[config.mk]
export PLATFORM = sky130hd
export DESIGN_NAME = kcpsmx_flow_ctl
export DESIGN_NICKNAME = d
export VERILOG_FILES = /design/src/rtl/kcpsmx_flow_ctl_pkg.sv /design/src/rtl/kcpsmx_flow_ctl_flow_class.sv /design/src/rtl/kcpsmx_flow_ctl.sv
export SDC_FILE = /design/constraint.sdc
export NUM_CORES = 1
export LEC_CHECK = 0
export ABC_AREA = 1
export CAP_MARGIN = 20
export CORE_ASPECT_RATIO = 1.2
export CORE_UTILIZATION = 39
export DETAILED_ROUTE_END_ITERATION = 10
export GPL_TIMING_DRIVEN = 0
export PLACE_DENSITY_LB_ADDON = 0.25
export SLEW_MARGIN = 40
export SYNTH_ARGS = -nofsm -noshare
export SYNTH_HDL_FRONTEND = slang
export SYNTH_SLANG_ARGS = --single-unit
[constraint.sdc]
create_clock -name clk -period 1.9 [get_ports clk]
set_input_delay 0.38 -clock clk [delete_from_list [all_inputs] [get_ports clk]]
set_output_delay 0.38 -clock clk [all_outputs]
set_load 0.02 [all_outputs]
[src/rtl/kcpsmx_flow_ctl_pkg.sv]
// Shared types for the KCPSMX pipeline flow controller.
//   STACK_DEPTH / SP_W / FILL_CYCLES : call-stack size, pointer width, pipeline fill length
//   opcode_t      : decoded EX operation
//   cond_flag_t   : condition selector (Z, NZ, C, NC)
//   flow_class_t  : flow-control class of an opcode
//   pc_sel_t      : PC source select
//   flow_state_t  : flow controller FSM state
package kcpsmx_flow_ctl_pkg;

   localparam int STACK_DEPTH = 31;
   localparam int SP_W        = 5;
   localparam int FILL_CYCLES = 2;

   typedef enum logic [4:0] {
      OP_LOAD      = 5'd0,
      OP_AND       = 5'd1,
      OP_OR        = 5'd2,
      OP_XOR       = 5'd3,
      OP_ADD       = 5'd4,
      OP_ADDCY     = 5'd5,
      OP_SUB       = 5'd6,
      OP_SUBCY     = 5'd7,
      OP_TEST      = 5'd8,
      OP_COMPARE   = 5'd9,
      OP_SR        = 5'd10,
      OP_SL        = 5'd11,
      OP_RR        = 5'd12,
      OP_RL        = 5'd13,
      OP_INPUT     = 5'd14,
      OP_OUTPUT    = 5'd15,
      OP_STORE     = 5'd16,
      OP_FETCH     = 5'd17,
      OP_JUMP      = 5'd18,
      OP_CALL      = 5'd19,
      OP_RETURN    = 5'd20,
      OP_RETURNI   = 5'd21,
      OP_INTERRUPT = 5'd22
   } opcode_t;

   typedef enum logic [1:0] {
      COND_Z  = 2'b00,
      COND_NZ = 2'b01,
      COND_C  = 2'b10,
      COND_NC = 2'b11
   } cond_flag_t;

   typedef enum logic [2:0] {
      FC_NONE   = 3'd0,
      FC_JUMP   = 3'd1,
      FC_CALL   = 3'd2,
      FC_RET    = 3'd3,
      FC_RETI   = 3'd4,
      FC_INTCTL = 3'd5
   } flow_class_t;

   typedef enum logic [1:0] {
      PC_SEQ    = 2'd0,
      PC_BRANCH = 2'd1,
      PC_STACK  = 2'd2,
      PC_VECTOR = 2'd3
   } pc_sel_t;

   typedef enum logic [1:0] {
      FILL   = 2'd0,
      RUN    = 2'd1,
      BUBBLE = 2'd2,
      IRQ    = 2'd3
   } flow_state_t;

endpackage

[src/rtl/kcpsmx_flow_ctl_flow_class.sv]
// Opcode to flow-class decode (purely combinational).
//   operation  : EX opcode
//   flow_class : flow-control class; FC_NONE for every non-flow opcode
module kcpsmx_flow_class
   import kcpsmx_flow_ctl_pkg::*;
(
   input  opcode_t     operation,
   output flow_class_t flow_class
);

   always_comb begin
      flow_class = FC_NONE;
      case (operation)
         OP_JUMP:      flow_class = FC_JUMP;
         OP_CALL:      flow_class = FC_CALL;
         OP_RETURN:    flow_class = FC_RET;
         OP_RETURNI:   flow_class = FC_RETI;
         OP_INTERRUPT: flow_class = FC_INTCTL;
         default:      flow_class = FC_NONE;
      endcase
   end

endmodule

[src/rtl/kcpsmx_flow_ctl.sv]
// Pipeline flow controller for the KCPSMX core. Resolves JUMP/CALL/RETURN/
// RETURNI and ENABLE/DISABLE INTERRUPT for the instruction in EX and drives
// PC source, IF/ID flush, call-stack push/pop, stack pointer, interrupt-enable
// flag and interrupt entry.
//   Inputs : clk, reset_n (async, active-low), ex_valid, operation,
//            conditional, condition_flags, interrupt_enable, zero, carry,
//            interrupt (level)
//   Outputs: fetch_en, flush, pc_sel, stack_push, stack_pop, stack_ptr, ie,
//            interrupt_ack, save_flags, restore_flags, stack_err
// Build option: KCPSMX_STACK_CHECK_EN enables the sticky stack over/underflow
// flag stack_err; without it stack_err is tied low.
//
// state  | meaning
// FILL   | pipeline filling after reset, EX ignored for FILL_CYCLES cycles
// RUN    | EX instruction resolved, interrupts accepted
// BUBBLE | one cycle after any flush, EX holds a killed instruction
// IRQ    | interrupt entry: vector, push return address, save flags
module kcpsmx_flow_ctl
   import kcpsmx_flow_ctl_pkg::*;
(
   input  logic             clk,
   input  logic             reset_n,
   input  logic             ex_valid,
   input  opcode_t          operation,
   input  logic             conditional,
   input  cond_flag_t       condition_flags,
   input  logic             interrupt_enable,
   input  logic             zero,
   input  logic             carry,
   input  logic             interrupt,
   output logic             fetch_en,
   output logic             flush,
   output pc_sel_t          pc_sel,
   output logic             stack_push,
   output logic             stack_pop,
   output logic [SP_W-1:0]  stack_ptr,
   output logic             ie,
   output logic             interrupt_ack,
   output logic             save_flags,
   output logic             restore_flags,
   output logic             stack_err
);

   localparam int FC_W = $clog2(FILL_CYCLES + 1);

   flow_state_t     state;
   logic [FC_W-1:0] fill_cnt;
   logic [SP_W-1:0] sp_q;
   logic            ie_q;
   logic            irq_q;
   logic            fetch_q;

   flow_class_t     fclass;
   logic            cond_ok;
   logic            taken;
   logic            ie_upd;
   logic            irq_accept;

   kcpsmx_flow_class u_flow_class (
      .operation  (operation),
      .flow_class (fclass)
   );

   always_comb begin
      case (condition_flags)
         COND_Z:  cond_ok = zero;
         COND_NZ: cond_ok = !zero;
         COND_C:  cond_ok = carry;
         default: cond_ok = !carry;
      endcase
      taken = !conditional || cond_ok;
   end

   always_comb begin
      pc_sel        = PC_SEQ;
      flush         = 1'b0;
      stack_push    = 1'b0;
      stack_pop     = 1'b0;
      interrupt_ack = 1'b0;
      save_flags    = 1'b0;
      restore_flags = 1'b0;
      ie_upd        = 1'b0;
      case (state)
         RUN: begin
            if (ex_valid) begin
               case (fclass)
                  FC_JUMP: if (taken) begin
                     pc_sel = PC_BRANCH;
                     flush  = 1'b1;
                  end
                  FC_CALL: if (taken) begin
                     pc_sel     = PC_BRANCH;
                     flush      = 1'b1;
                     stack_push = 1'b1;
                  end
                  FC_RET: if (taken) begin
                     pc_sel    = PC_STACK;
                     flush     = 1'b1;
                     stack_pop = 1'b1;
                  end
                  // RETURNI ignores the condition field
                  FC_RETI: begin
                     pc_sel        = PC_STACK;
                     flush         = 1'b1;
                     stack_pop     = 1'b1;
                     restore_flags = 1'b1;
                     ie_upd        = 1'b1;
                  end
                  FC_INTCTL: ie_upd = 1'b1;
                  default: ;
               endcase
            end
         end
         IRQ: begin
            pc_sel        = PC_VECTOR;
            flush         = 1'b1;
            stack_push    = 1'b1;
            save_flags    = 1'b1;
            interrupt_ack = 1'b1;
         end
         default: ;
      endcase
      // Flow ops and ie writes take precedence; the request stays in irq_q
      // and is looked at again on the next RUN cycle.
      irq_accept = (state == RUN) && irq_q && ie_q && !flush && !ie_upd;
   end

   always_ff @(posedge clk or negedge reset_n) begin
      if (!reset_n) begin
         state    <= FILL;
         fill_cnt <= '0;
         sp_q     <= '0;
         ie_q     <= 1'b0;
         irq_q    <= 1'b0;
         fetch_q  <= 1'b0;
      end else begin
         fetch_q <= 1'b1;
         irq_q   <= interrupt;

         // Pointer wraps in both directions, matching KCPSMX3
         if (stack_push)
            sp_q <= sp_q + SP_W'(1);
         else if (stack_pop)
            sp_q <= sp_q - SP_W'(1);

         if (state == IRQ)
            ie_q <= 1'b0;
         else if (ie_upd)
            ie_q <= interrupt_enable;

         case (state)
            FILL: begin
               if (fill_cnt == FC_W'(FILL_CYCLES - 1))
                  state <= RUN;
               else
                  fill_cnt <= fill_cnt + FC_W'(1);
            end
            RUN: begin
               if (flush)
                  state <= BUBBLE;
               else if (irq_accept)
                  state <= IRQ;
            end
            BUBBLE: state <= RUN;
            IRQ:    state <= BUBBLE;
            default: state <= FILL;
         endcase
      end
   end

`ifdef KCPSMX_STACK_CHECK_EN
   logic err_q;

   always_ff @(posedge clk or negedge reset_n) begin
      if (!reset_n)
         err_q <= 1'b0;
      else if ((stack_push && sp_q == SP_W'(STACK_DEPTH)) ||
               (stack_pop && sp_q == '0))
         err_q <= 1'b1;
   end

   assign stack_err = err_q;
`else
   assign stack_err = 1'b0;
`endif

   assign fetch_en  = fetch_q;
   assign stack_ptr = sp_q;
   assign ie        = ie_q;

endmodule
==> results.toml, run 1 <==
[outcome]
status = "finished, violations left"
violations = "negative setup slack"

[synth]
yosysSeqAreaShare_pct = 35.5
synthSimpleGateAreaFrac_pct = 36.2
yosysWarnings = 0
synthMuxAreaShare_pct = 0
netlist_area_um2 = 847
synth_edf_count = 0
netlist_instances = 113
synthArstFlopShare_pct = 100
synthAdderAreaFrac_pct = 8.27
synth_compound_area_share_pct = 5.61
synth_top_family_by_area = "simple AND/OR/NAND/NOR gates"
synth_area_leader_cell = "dfrtp_1"
netlist_top_cells_area = "dfrtp_1, nand2_1, nand3_1"
synth_top_area_share_pct = 35.5
ys_top_cells_by_count = "nand2_1, inv_1, dfrtp_1, nand3_1, nor2_1"
syn_nets = 133
synth.avg_cell_area_um2 = 7.50
ys.flop_type = "dfrtp_1"
synth_xor_area_share_pct = 3.10
yosys.cell_types.count = 26
yosysMostFrequentCell = "nand2_1"
ys_ff_latch = 12

[drt]
dr.pass1.iters = 4
routed_wl_um = 2260
wl_per_cell_um = 11.6
dr.first_iter.drc_count = 21
ant_nets = 0
drc = 0
route.vias.total = 917
routed_via_density = 4.73

[job]
drv_cap = 0

[timing]
timing.final.crit_share_pct = 102
setup_ws_ps = -45.0
slew_headroom_pct = 63.8
tns_ps = -57.6
period_minus_slack_ps = 1940
fmax_mhz = 514
finalSetupViolations = 2
rsz0062_at_grt = "yes"
worst_pin_slew_ps = 541
finalMaxSlewViolations = 0
skew_ps = 6.50
finalHoldViolations = 0

[global_routing]
grt_pass1_wl_um = 3380
grt_start_max_net_pins = 13
antenna_found_initial = 0
gr-total-overflow = 0
grtUsageTotal_pct = 20.1
grt_pass1_vias = 841

[die]
die_w_um = 44.5
rows = 18
die_h_um = 53.1
start_util_pct = 41.3
ios = 31
die_area_um2 = 2360
core_um2 = 2050

[critical_path]
cp_max_fo = 5
critPathLaunchType = "input pin"
critPathKind = "in -> reg"
critPathCaptureType = "flip-flop"
cp.arrival_ps = 2120
crit_required_ps = 2070

[clock_tree]
clock_latency_ps = 280
numCtsBuffers = 3
cts_sinks = 12
cts.clk_slew.worst_paths_ps = 80
cts_buffer_depth = 2
ctsHoldBuffers = 0
cts_root_buf = "clkbuf_4"
htreeDepth = 1
cts_tree = "built"

[pwr]
ir_drop_uv = 1080
power_density_nw_per_um2 = 1480
p_leak_nw = 0.741
total_power_mw = 2.08

[placed_design]
finalWeightedCongestion = 0.736
place.detailed.hpwl_um = 1480
pre_cts_slack_ps = -684
io_buffers = 29
dp.cells = 172

[cells_and_area]
layout-drive-gt1-share_pct = 41.5
fillCellCount = 160
final_core_util_pct = 68.7
finalNetCount = 185
area_growth_pct = 66.2
num_antenna_cells = 0
final_cells = 194

[hold_path]
hold_path.class = "in -> async"
==> cells in the final DEF (no fill, tap or decap), types with 2 or more instances in the layout <==
cell type | synthesis | final
nor2_1 | 6 | 5
nor2_4 | 2 | 4
nand2_4 | 1 | 2
nand2_1 | 29 | 22
buf_4 | 2 | 19
ha_1 | 4 | 2
clkdlybuf4s50_1 | 0 | 10
o21ai_0 | 3 | 3
xor2_1 | 3 | 3
buf_6 | 0 | 3
inv_2 | 3 | 8
clkdlybuf4s15_1 | 0 | 3
dlygate4sd2_1 | 0 | 7
dfrtp_1 | 12 | 11
conb_1 | 2 | 2
nand3_1 | 12 | 8
nand4_1 | 5 | 5
clkbuf_2 | 0 | 5
nand3_2 | 1 | 4
nand2_2 | 2 | 8
inv_1 | 15 | 10
buf_2 | 0 | 2
clkbuf_4 | 0 | 3
==> registers in the layout (all words and copies together), names as in the netlist <==
signal and cells:
stack_ptr 5, ie 1, state 2, fill_cnt 2, irq_q 1, fetch_en 1
==> cell type report <==
class                   instances  area [um2]  share of cell area (%)
plain buffers                   2        15.0                    1.07
inverters                      19        76.3                    5.42
flip-flops and latches         12         302                    21.4
clock buffers                   4        36.3                    2.58
multi-input cells              80         553                    39.3
repair buffers                 47         388                    27.6
well taps                      30        37.5                    2.67
==> power by group <==
| group | internal (mW) | switching [mW] | total [mW] |
|---|---|---|---|
| combinational | 0.661 | 0.742 | 1.40 |
| clock | 0.117 | 0.0898 | 0.206 |
| sequential | 0.368 | 0.106 | 0.474 |
==> per-stage QoR <==
step | cell area (um2) | hold slack [ps]
3_5_place_dp | 1190 | 482
2_1_floorplan | 865 | 84.4
3_3_place_gp | 1190 | 460
5_1_grt | 1410 | 512
4_1_cts | 1340 | 476
6_report | 1410 | 446
==> timing repair <==
action	in CTS	in global routing
hold endpoints to repair	0	0
setup endpoints to repair	12	6
gates resized for setup	46	28
buffers inserted	11	7
pin swaps	11	9
==> cells by family after synthesis <==
logic type | count (synthesis)
simple gates | 62
buf+inv | 21
flops | 12
compound gates | 8
fa+ha+maj | 5
xor+xnor | 3
other cells | 2
==> worst max-delay path, stage by stage <==
cell           delay, ps
dlygate4sd2_1        250
inv_1                 80
nand3_2               90
nand3_4               90
nand4_1              120
nand2_2              130
clkinv_4              90
ha_4                 240
a21o_1               180
a31oi_4              180
nand3_2              110
nand3_1              110
nand2_1               60
==> path summary, 6_finish.rpt <==
kind | start | slack [ps] | end | cells after the start
max in group asynchronous | reset_n | 1060 | state[1]$_DFFE_PN0P_ | 1
min in group clk | fill_cnt[0]$_DFFE_PN0P_ | 500 | fill_cnt[0]$_DFFE_PN0P_ | 1
worst max-delay path | condition_flags[0] | -40 | stack_ptr[4]$_DFFE_PN0P_ | 13
worst min-delay path | reset_n | 450 | stack_ptr[4]$_DFFE_PN0P_ | 1
worst min register to register | fill_cnt[0]$_DFFE_PN0P_ | 500 | fill_cnt[0]$_DFFE_PN0P_ | 1
worst max register to register | state[0]$_DFFE_PN0P_ | -10 | stack_ptr[4]$_DFFE_PN0P_ | 11
==> layer usage <==
layer  vias up  share of wire [%]  global-route usage (%)
met5         -                  0                       0
met4         0                2.6                    12.6
met3        10                6.7                    4.78
met2        35                 50                    33.8
met1       411                 40                    22.3
li1        461                  -                       -
(Power assumes the default switching activity.)
==> inputs of run 2 (changes only) <==
--- a/config.mk
+++ b/config.mk
@@ -6,6 +6,7 @@
 export NUM_CORES = 1
 export LEC_CHECK = 0
 export ABC_AREA = 1
+export ABC_CLOCK_PERIOD_IN_PS = 1750
 export CAP_MARGIN = 20
 export CORE_ASPECT_RATIO = 1.2
 export CORE_UTILIZATION = 39
==> constraint.sdc (replaced) <==
create_clock -name clk -period 1.75 [get_ports clk]
set_input_delay 0.35 -clock clk [delete_from_list [all_inputs] [get_ports clk]]
set_output_delay 0.35 -clock clk [all_outputs]
set_load 0.02 [all_outputs]
==> run 2 against run 1 <==
  * The flow still finishes with violations (negative setup slack)
  * Critical endpoint unchanged
  * Hold slack worse by 16 ps
  * Setup slack worse by 200 ps
  * Die area stayed put
  * Routed wire length is 10% higher
  * Critical path type unchanged
  * Register-to-register slack worse by 220 ps
  * Largest power group unchanged
  * Sequential power is 11% higher
  * Critical path depth is 2 lower
==> results.toml, run 2 (synthesis gave the netlist of run 1 again) <==
[clock_tree]
ctsHoldBuffers = 0
cts_buffer_depth = 2
cts_sinks = 12
htreeDepth = 1
cts_root_buf = "clkbuf_4"
cts.clk_slew.worst_paths_ps = 80
clock_latency_ps = 270
cts_tree = "built"
numCtsBuffers = 3

[timing]
worst_pin_slew_ps = 549
period_minus_slack_ps = 2000
finalHoldViolations = 0
finalSetupViolations = 8
setup_ws_ps = -247
finalMaxSlewViolations = 0
slew_headroom_pct = 63.3
timing.final.crit_share_pct = 114
fmax_mhz = 501
tns_ps = -634
holdWs_ps = 430
skew_ps = 10.2
rsz0062_at_grt = "yes"

[critical_path]
critPathSlowestCell = "fa_2"
critPathLaunchType = "input pin"
critPathCaptureType = "flip-flop"
critical_path.cell_chain = "clkdlybuf4s15_1, inv_2, nor3_2, nand4_1, nand2_2, clkinv_4, fa_2, a31oi_4, nand3_1, nand3_1, nand2_1"
critPathKind = "in -> reg"
cpMostUsedCell = "nand3_1"
cp_max_fo = 6
cp.arrival_ps = 2160
crit_path_max_incr_delay_ps = 380
crit_required_ps = 1910

[cells_and_area]
fillCellCount = 158
largest_reg_flops = 5
mostFrequentLayoutCell = "nand2_1"
final_cells = 194
multiInputGateArea_um2 = 553
final_cell_mix = "nand2_1, buf_4, inv_1, dfrtp_1, nand3_1"
area_growth_pct = 69.4
layout-drive-gt1-share_pct = 39.0
final_core_util_pct = 70.0
finalNetCount = 186
post-route-cell-area_um2 = 1440
num_antenna_cells = 0
seq_area_um2 = 302

[pwr]
comb_power_share_pct = 69.9
power_frac_seq_pct = 22.9
p_leak_nw = 0.780
total_power_mw = 2.29
power_switching_mw = 1.06
p_clk_share_pct = 7.2
ir_drop_uv = 1060
switching_share_pct = 46.0
p_int_mw = 1.24
power_density_nw_per_um2 = 1600

[global_routing]
gr-total-overflow = 0
grt_pass1_wl_um = 3480
grt_start_max_net_pins = 13
antenna_found_initial = 0
grt_pass1_vias = 902
grtUsageTotal_pct = 19.8

[drt]
drc = 0
ant_nets = 0
route.vias.total = 935
wl_per_cell_um = 12.8
routed_wl_um = 2490
routed_via_density = 4.82
dr.first_iter.drc_count = 16
dr.pass1.iters = 4

[die]
die_w_um = 44.5
rows = 18
die_area_um2 = 2360
ios = 31
core_um2 = 2050
die_h_um = 53.1
start_util_pct = 41.3

[placed_design]
io_buffers = 29
finalWeightedCongestion = 0.808
dpl_cell_area_um2 = 1190
pre_cts_slack_ps = -786
place.detailed.hpwl_um = 1500
dp.cells = 172

[hold_path]
hold_path.class = "in -> async"

[outcome]
violations = "negative setup slack"
status = "finished, violations left"

[job]
drv_cap = 0
run 2: changes by cell type in the layout (fill, tap and decap cells not counted), sizes merged:
cell and change:
dlygate4sd2 -3, dlymetal6s2s +3, buf +2, clkdlybuf4s50 -2, clkbuf -1, clkdlybuf4s15 +1
run 2: critical path, delay by kind of cell:
family          cells  cell delay (ps)
fa+ha+maj           1              380
buf+inv             3              420
simple gates        6              790
compound gates      1              210
run 2: routing by layer:
layer / vias to the layer above / routed length (um) / global-route usage [%] / part of all wire (%)
met5: - / 0 / 0 / 0
met4: 0 / 63 / 8.08 / 2.5
met3: 8 / 136 / 4.44 / 5.5
met2: 34 / 1380 / 38.2 / 56
met1: 430 / 905 / 19.9 / 36
li1: 463 / - / - / -
run 2: what timing repair did:
action,4_1_cts,5_1_grt
gates resized for setup,45,39
cloned,0,0
pin swaps,9,12
setup buffers,16,3
endpoints found under the setup margin,12,13
run 2: power by group through the flow:
stage / Clock [mW] / Combinational [mW] / Sequential, mW
floorplan: 0 / 0.706 / 0.587
detailed placement: 0 / 1.20 / 0.525
finish: 0.166 / 1.60 / 0.525
CTS: 0.159 / 1.39 / 0.509
global placement: 0 / 1.17 / 0.515
global route: 0.183 / 1.75 / 0.540
run 2: path summary, 6_finish.rpt:
path | startpoint | end | slack [ps] | cells after the start
min in group clk | fill_cnt[0]$_DFFE_PN0P_ | fill_cnt[0]$_DFFE_PN0P_ | 480 | 1
worst min-delay path | reset_n | stack_ptr[2]$_DFFE_PN0P_ | 430 | 1
max in group asynchronous | reset_n | state[1]$_DFFE_PN0P_ | 910 | 1
worst min register to register | fill_cnt[0]$_DFFE_PN0P_ | fill_cnt[0]$_DFFE_PN0P_ | 480 | 1
worst max register to register | state[1]$_DFFE_PN0P_ | stack_ptr[4]$_DFFE_PN0P_ | -230 | 9
worst max-delay path | operation[4] | stack_ptr[4]$_DFFE_PN0P_ | -250 | 11
run 2: final cells by class:
type | instances | area share, %
well taps | 30 | 2.62
clock buffers | 3 | 1.57
multi-input cells | 80 | 38.5
inverters | 19 | 5.32
flip-flops and latches | 12 | 21.0
plain buffers | 2 | 1.05
repair buffers | 48 | 29.9
